**src/rtl/s_mac_seq_block.sv**
```systemverilog
`default_nettype none
// +----------------------------------------------------------------------------+
// | Module      : s_mac_seq_block                                              |
// | Description : Bit-serial (bit-plane) SIMD multiply-accumulate engine.      |
// |               Every accepted beat carries one activation bit-plane and     |
// |               one weight bit-plane across M lanes. The beat adds           |
// |               popcount(act & wei) << (i+j) to the accumulator of channel c,|
// |               with the sign set to give two's-complement operands. After   |
// |               the last beat of a job, the NCH accumulators are shifted,    |
// |               quantised and streamed out as channels 0..NCH-1.             |
// |                                                                            |
// | Ports       : clk, rst_n       clock, asynchronous active-low reset        |
// |               start            job request, sampled in IDLE only           |
// |               pa_bits/pw_bits  activation / weight precision (clamped)     |
// |               n_groups         term groups per job (clamped to 1..MNO)     |
// |               qshift           arithmetic right shift before quantising    |
// |               in_valid/ready   act/wei bit-plane beat handshake            |
// |               act, wei         M-lane bit-planes                           |
// |               out_valid/ready  result handshake                            |
// |               out_data, out_ch quantised result and its channel index      |
// |               busy             high whenever the engine is not IDLE       |
// |                                                                            |
// | Build macro : SMAC_RELU_EN     defined   -> ReLU + unsigned saturation     |
// |                                undefined -> signed saturation             |
// |                                                                            |
// | Revision    : 1.0  initial release                                         |
// +----------------------------------------------------------------------------+
module s_mac_seq_block #(
  parameter  int M      = 16,
  parameter  int PA_MAX = 8,
  parameter  int PW_MAX = 8,
  parameter  int NCH    = 4,
  parameter  int MNO    = 288,
  localparam int ACC_W  = $clog2(M) + PA_MAX + PW_MAX + $clog2(MNO) + 1,
  localparam int PAB_W  = $clog2(PA_MAX) + 1,
  localparam int PWB_W  = $clog2(PW_MAX) + 1,
  localparam int NG_W   = $clog2(MNO) + 1,
  localparam int QS_W   = $clog2(ACC_W),
  localparam int CH_W   = $clog2(NCH) + 1
) (
  input  logic              clk,
  input  logic              rst_n,
  input  logic              start,
  input  logic [PAB_W-1:0]  pa_bits,
  input  logic [PWB_W-1:0]  pw_bits,
  input  logic [NG_W-1:0]   n_groups,
  input  logic [QS_W-1:0]   qshift,
  input  logic              in_valid,
  output logic              in_ready,
  input  logic [M-1:0]      act,
  input  logic [M-1:0]      wei,
  output logic              out_valid,
  input  logic              out_ready,
  output logic [PA_MAX-1:0] out_data,
  output logic [CH_W-1:0]   out_ch,
  output logic              busy
);

  localparam int POP_W = $clog2(M) + 1;
  localparam int SH_W  = $clog2(PA_MAX + PW_MAX) + 1;

  typedef enum logic [1:0] {
    S_IDLE = 2'd0,
    S_ACC  = 2'd1,
    S_OUT  = 2'd2
  } state_t;

  state_t state;

  // Latched job configuration (already clamped when latched)
  logic [PAB_W-1:0] pa_q;
  logic [PWB_W-1:0] pw_q;
  logic [NG_W-1:0]  ng_q;
  logic [QS_W-1:0]  qs_q;

  // Beat position counters: g (outer) -> c -> j -> i (inner)
  logic [PAB_W-1:0] i_cnt;
  logic [PWB_W-1:0] j_cnt;
  logic [CH_W-1:0]  c_cnt;
  logic [NG_W-1:0]  g_cnt;

  logic signed [ACC_W-1:0] acc [NCH];

  // ---------------------------------------------------------------------------
  // Configuration clamping
  // ---------------------------------------------------------------------------
  logic [PAB_W-1:0] pa_clamp;
  logic [PWB_W-1:0] pw_clamp;
  logic [NG_W-1:0]  ng_clamp;

  always_comb begin
    pa_clamp = pa_bits;
    if (pa_bits == '0 || pa_bits > PAB_W'(PA_MAX)) pa_clamp = PAB_W'(PA_MAX);
    pw_clamp = pw_bits;
    if (pw_bits == '0 || pw_bits > PWB_W'(PW_MAX)) pw_clamp = PWB_W'(PW_MAX);
    ng_clamp = n_groups;
    if (n_groups == '0)              ng_clamp = NG_W'(1);
    else if (n_groups > NG_W'(MNO))  ng_clamp = NG_W'(MNO);
  end

  // ---------------------------------------------------------------------------
  // Beat datapath
  // ---------------------------------------------------------------------------
  logic [POP_W-1:0]        pop;
  logic [SH_W-1:0]         shamt;
  logic                    i_last, j_last, c_last, g_last;
  logic                    neg;
  logic                    accept;
  logic signed [ACC_W-1:0] mag;
  logic signed [ACC_W-1:0] term;
  logic signed [ACC_W-1:0] acc_cur;
  logic signed [ACC_W-1:0] acc_sum;
  logic signed [ACC_W-1:0] acc0_post;

  always_comb begin
    pop = '0;
    for (int k = 0; k < M; k++) begin
      pop = pop + POP_W'(act[k] & wei[k]);
    end
  end

  assign i_last = (i_cnt == pa_q - PAB_W'(1));
  assign j_last = (j_cnt == pw_q - PWB_W'(1));
  assign c_last = (c_cnt == CH_W'(NCH - 1));
  assign g_last = (g_cnt == ng_q - NG_W'(1));
  assign accept = (state == S_ACC) && in_valid;

  // Exactly one operand bit at its sign position gives a negative weight
  // in the two's-complement expansion of the product.
  assign neg   = i_last ^ j_last;
  assign shamt = SH_W'(i_cnt) + SH_W'(j_cnt);
  assign mag   = ACC_W'(pop) << shamt;
  assign term  = neg ? -mag : mag;

  always_comb begin
    acc_cur = '0;
    for (int k = 0; k < NCH; k++) begin
      if (c_cnt == CH_W'(k)) acc_cur = acc[k];
    end
  end

  assign acc_sum = acc_cur + term;

  // Channel 0 value as it will be after the current beat; needed when the
  // final beat itself targets channel 0 (NCH == 1).
  assign acc0_post = (c_cnt == '0) ? acc_sum : acc[0];

  // ---------------------------------------------------------------------------
  // Output channel selection
  // ---------------------------------------------------------------------------
  logic [CH_W-1:0]         nxt_ch;
  logic signed [ACC_W-1:0] acc_nxt;

  assign nxt_ch = out_ch + CH_W'(1);

  always_comb begin
    acc_nxt = '0;
    for (int k = 0; k < NCH; k++) begin
      if (nxt_ch == CH_W'(k)) acc_nxt = acc[k];
    end
  end

  // ---------------------------------------------------------------------------
  // Quantisation
  // ---------------------------------------------------------------------------
`ifdef SMAC_RELU_EN
  localparam logic signed [ACC_W-1:0] Q_HI = (ACC_W'(1) <<< PA_MAX) - ACC_W'(1);

  function automatic logic [PA_MAX-1:0] quant(
    input logic signed [ACC_W-1:0] v,
    input logic [QS_W-1:0]         sh
  );
    logic signed [ACC_W-1:0] s;
    s = v >>> sh;
    if (s < 0)         quant = '0;
    else if (s > Q_HI) quant = '1;
    else               quant = s[PA_MAX-1:0];
  endfunction
`else
  localparam logic signed [ACC_W-1:0] Q_HI = (ACC_W'(1) <<< (PA_MAX - 1)) - ACC_W'(1);
  localparam logic signed [ACC_W-1:0] Q_LO = -(ACC_W'(1) <<< (PA_MAX - 1));

  function automatic logic [PA_MAX-1:0] quant(
    input logic signed [ACC_W-1:0] v,
    input logic [QS_W-1:0]         sh
  );
    logic signed [ACC_W-1:0] s;
    s = v >>> sh;
    if (s > Q_HI)      quant = {1'b0, {(PA_MAX-1){1'b1}}};
    else if (s < Q_LO) quant = {1'b1, {(PA_MAX-1){1'b0}}};
    else               quant = s[PA_MAX-1:0];
  endfunction
`endif

  // ---------------------------------------------------------------------------
  // Control FSM with registered result outputs
  // ---------------------------------------------------------------------------
  always_ff @(posedge clk or negedge rst_n) begin
    if (!rst_n) begin
      state     <= S_IDLE;
      pa_q      <= '0;
      pw_q      <= '0;
      ng_q      <= '0;
      qs_q      <= '0;
      i_cnt     <= '0;
      j_cnt     <= '0;
      c_cnt     <= '0;
      g_cnt     <= '0;
      out_valid <= 1'b0;
      out_data  <= '0;
      out_ch    <= '0;
    end else begin
      case (state)
        S_IDLE: begin
          if (start) begin
            pa_q  <= pa_clamp;
            pw_q  <= pw_clamp;
            ng_q  <= ng_clamp;
            qs_q  <= qshift;
            i_cnt <= '0;
            j_cnt <= '0;
            c_cnt <= '0;
            g_cnt <= '0;
            state <= S_ACC;
          end
        end

        S_ACC: begin
          if (accept) begin
            if (!i_last) begin
              i_cnt <= i_cnt + PAB_W'(1);
            end else begin
              i_cnt <= '0;
              if (!j_last) begin
                j_cnt <= j_cnt + PWB_W'(1);
              end else begin
                j_cnt <= '0;
                if (!c_last) begin
                  c_cnt <= c_cnt + CH_W'(1);
                end else begin
                  c_cnt <= '0;
                  if (!g_last) begin
                    g_cnt <= g_cnt + NG_W'(1);
                  end else begin
                    g_cnt     <= '0;
                    state     <= S_OUT;
                    out_valid <= 1'b1;
                    out_ch    <= '0;
                    out_data  <= quant(acc0_post, qs_q);
                  end
                end
              end
            end
          end
        end

        S_OUT: begin
          // out_valid is held high for the whole OUT state
          if (out_ready) begin
            if (out_ch == CH_W'(NCH - 1)) begin
              out_valid <= 1'b0;
              out_ch    <= '0;
              out_data  <= '0;
              state     <= S_IDLE;
            end else begin
              out_ch    <= nxt_ch;
              out_data  <= quant(acc_nxt, qs_q);
            end
          end
        end

        default: state <= S_IDLE;
      endcase
    end
  end

  // ---------------------------------------------------------------------------
  // Accumulators: cleared on job start, updated on the accepting edge
  // ---------------------------------------------------------------------------
  always_ff @(posedge clk or negedge rst_n) begin
    if (!rst_n) begin
      for (int k = 0; k < NCH; k++) acc[k] <= '0;
    end else if (state == S_IDLE && start) begin
      for (int k = 0; k < NCH; k++) acc[k] <= '0;
    end else if (accept) begin
      for (int k = 0; k < NCH; k++) begin
        if (c_cnt == CH_W'(k)) acc[k] <= acc_sum;
      end
    end
  end

  // Decoded straight from the state register so they drop with reset
  assign in_ready = (state == S_ACC);
  assign busy     = (state != S_IDLE);

endmodule
`default_nettype wire

```
**config.mk**
```make
export PLATFORM = sky130hd
export DESIGN_NAME = s_mac_seq_block
export DESIGN_NICKNAME = d
export VERILOG_FILES = /design/src/rtl/s_mac_seq_block.sv
export SDC_FILE = /design/constraint.sdc
export NUM_CORES = 1
export LEC_CHECK = 0
export CAP_MARGIN = 15
export CELL_PAD_IN_SITES_DETAIL_PLACEMENT = 1
export CELL_PAD_IN_SITES_GLOBAL_PLACEMENT = 2
export CORE_MARGIN = 2
export CORE_UTILIZATION = 35
export DETAILED_ROUTE_END_ITERATION = 16
export PLACE_DENSITY = 0.9
export SKIP_LAST_GASP = 1
export SLEW_MARGIN = 25
export SYNTH_ARGS = -nofsm -noshare
export SYNTH_HDL_FRONTEND = slang
export SYNTH_SLANG_ARGS = --single-unit
```
**constraint.sdc**
```tcl
create_clock -name clk -period 9.5 [get_ports clk]
set_input_delay 1.425 -clock clk [delete_from_list [all_inputs] [get_ports clk]]
set_output_delay 1.425 -clock clk [all_outputs]
set_load 0.005 [all_outputs]
```
==> run metrics <==
share of cells above drive strength 1=a little under a quarter; sequential cell area fraction in the yosys report=24.5%; outcome=finished, violations left; Netlist Area Pre-Place=~18000 µm²; Residual DRC=0; Port Buffer Count=73; hold_ws=503 ps; GPL Wtd Cong=a little over 0.9; row cnt=a little over 80; final setup fails=7; Yosys warnings=0; routed wire length per instance=23.5 µm; initial antenna violation count=0; highest-count cells in the layout ignoring fill and taps=482 x nand2_1, 352 x buf_4, 239 x a21oi_1, 205 x nor2_1, 188 x o21ai_0; fmax=~97 MHz; Slew HR=about 25%; initial drt markers=approximately 1800; Die H=approximately 230 µm; Detailed Routing Iterations Pass 1=5; Slew Limit Fails=0; synth-to-layout area growth=27.1%; final hold vios=0; data required time of the worst path=between 9000 and 10000 ps; die area=roughly 54000 µm²; dominant synthesized flop cell=dfrtp_1; Antenna Cells=0; Slowest-stage cell, CP=fa_1; critical path's largest stage delay=roughly 560 ps; HPWL after detailed placement=between 50000 and 60000 µm; Post-synth ARST share=100%; Hold Crit Class=flop to flop; later-pin clock latency in the skew report=480 ps; TritonCTS buffer count=17; Initial Utilization=between 30% and 40%; Post-synth EDFFs=0; total of max-cap violations=0; kind of critical path=primary input to flop; TritonCTS sink count=between 150 and 200; Mapped Cells=2505; boundary pin count=74; register area=4460 µm²; syn avg cell area=7.25 µm²; chip width=232 µm; Final WS setup=-778 ps; DRT antenna net count=0; crit path max fanout=7; Total Routed Length=between 80000 and 90000 µm; total global-route track usage=a little under a third; first-pass GRT wire length=128000 µm; TritonCTS clock tree=built; register clock-pin slew on the reported worst setup and hold paths=roughly 80 ps; crit path capture type=flop; number of vias per cell=approximately 6; Final #Nets=just under 3000; maximum clock path buffer count=2; Filler cells=6392; H-tree levels=4; global route overflow=0; synth unique cells=around 100; min Tclk post-route=10280 ps; area of the multi-input gates=roughly 14000 µm²; root buffer cell=clkbuf_16; CORE AREA=roughly 50000 µm²; via count=approximately 21000; Syn Nets=2636; pin count of the biggest net entering global routing=between 70 and 80; commonest non-fill, non-tap cell in the layout=nand2_1; crit path DAT=approximately 11000 ps; final worst-path cycle share=108%; vias in the first global route=around 22000; failing checks=negative setup slack; Slew @ Worst Pin=around 1100 ps; skew final=21.1 ps; hold_buf cts=0; synthesized flop and latch total=between 150 and 200; RSZ-0062 raised after global routing=true; crit start category=primary input
cells by family (layout without fill, tap and decap cells):
logic type / after synthesis / count (layout) / share of synthesized area (%)
and+or+nand+nor: 1015 / 1015 / 25.0
AOI/OAI and AO/OA: 829 / 829 / 29.6
buffers and inverters: 244 / 523 / 5.30
DFF: 178 / 178 / 24.5
muxes: 89 / 89 / 6.39
xor gates and xnor gates: 79 / 79 / 3.89
adders and majority gates: 71 / 71 / 5.38
state kept, by name (all words and copies together) (netlist names):
| signal | flops |
|---|---|
| acc | 120 |
| c_cnt | 3 |
| g_cnt | 10 |
| i_cnt | 4 |
| j_cnt | 4 |
| ng_q | 10 |
| out_ch | 3 |
| out_data | 8 |
| out_valid | 1 |
| pa_q | 4 |
| pw_q | 4 |
| qs_q | 5 |
| state | 2 |
synthesized netlist by cell type (all sizes together), types with 32 or more instances:
cell type / instances / share of area, %
nand2: 493 / 10
a21oi: 254 / 7.1
nor2: 216 / 4.5
o21ai: 209 / 5.8
dfrtp: 178 / 25
clkbuf: 144 / 3.0
nand3: 76 / 2.1
a211oi: 61 / 2.6
ha: 59 / 4.1
inv: 59 / 1.2
mux2i: 47 / 2.6
and2: 43 / 1.5
xnor2: 43 / 2.1
buf: 41 / 1.1
nor3: 37 / 1.0
a22oi: 36 / 1.5
xor2: 36 / 1.8
a21o: 32 / 1.3
metal layers:
layer  vias up  track usage [%]  routed length [µm]
li1       9575                -                   -
met5         -                0                   0
met2       775             50.0               38100
met4         0             16.2                4500
met1     10600             38.2               34100
met3       223             4.32                4880
metrics by stage:
stage / setup WS, ps / TNS, ps / util [%] / area [µm²] / cells
after detailed placement: -1960 / -15920 / 42.5 / 21800 / 3405
final: -778 / -5410 / 45.0 / 23100 / 3464
after global placement: -1740 / -13240 / 42.5 / 21800 / 3405
after CTS: -620 / -4300 / 44.6 / 22900 / 3458
after floorplan: -634 / -4440 / - / 18400 / 2505
after global routing: -1110 / -7730 / 45.0 / 23100 / 3464
final timing paths:
path	startpoint	end	slack, ps	cells past startpoint
max	wei[1]	out_data[5]	-780	42
min	pa_q[3]	pa_q[3]	500	2
max reg2reg	j_cnt[0]	out_data[5]	1280	33
min reg2reg	pa_q[3]	pa_q[3]	500	2
max in group asynchronous	rst_n	pw_q[2]	6450	3
min in group asynchronous	rst_n	acc[22]	920	1
layout make-up:
type / instances / area share [%]
inverters: 59 / 0.959
repair buffers: 432 / 14.8
well taps: 680 / 3.68
clock buffers: 19 / 1.92
multi-input cells: 2083 / 58.8
clock inverters: 13 / 0.618
flip-flops and latches: 178 / 19.3
critical path: cells and delay by family:
kind | cells | cell delay, ps
compound gates | 14 | 2980
mux | 1 | 140
fa+ha+maj | 7 | 2920
buf+inv | 5 | 510
simple gates | 15 | 2680
timing repair:
| action | in CTS | in global routing |
|---|---|---|
| gates resized for setup | 136 | 43 |
| buffers inserted | 22 | 6 |
| pin swaps | 48 | 41 |
| setup endpoints to repair | 8 | 7 |
Power is not shown: default switching activity piles up to over one toggle a cycle in this logic, so the estimate is an artifact.
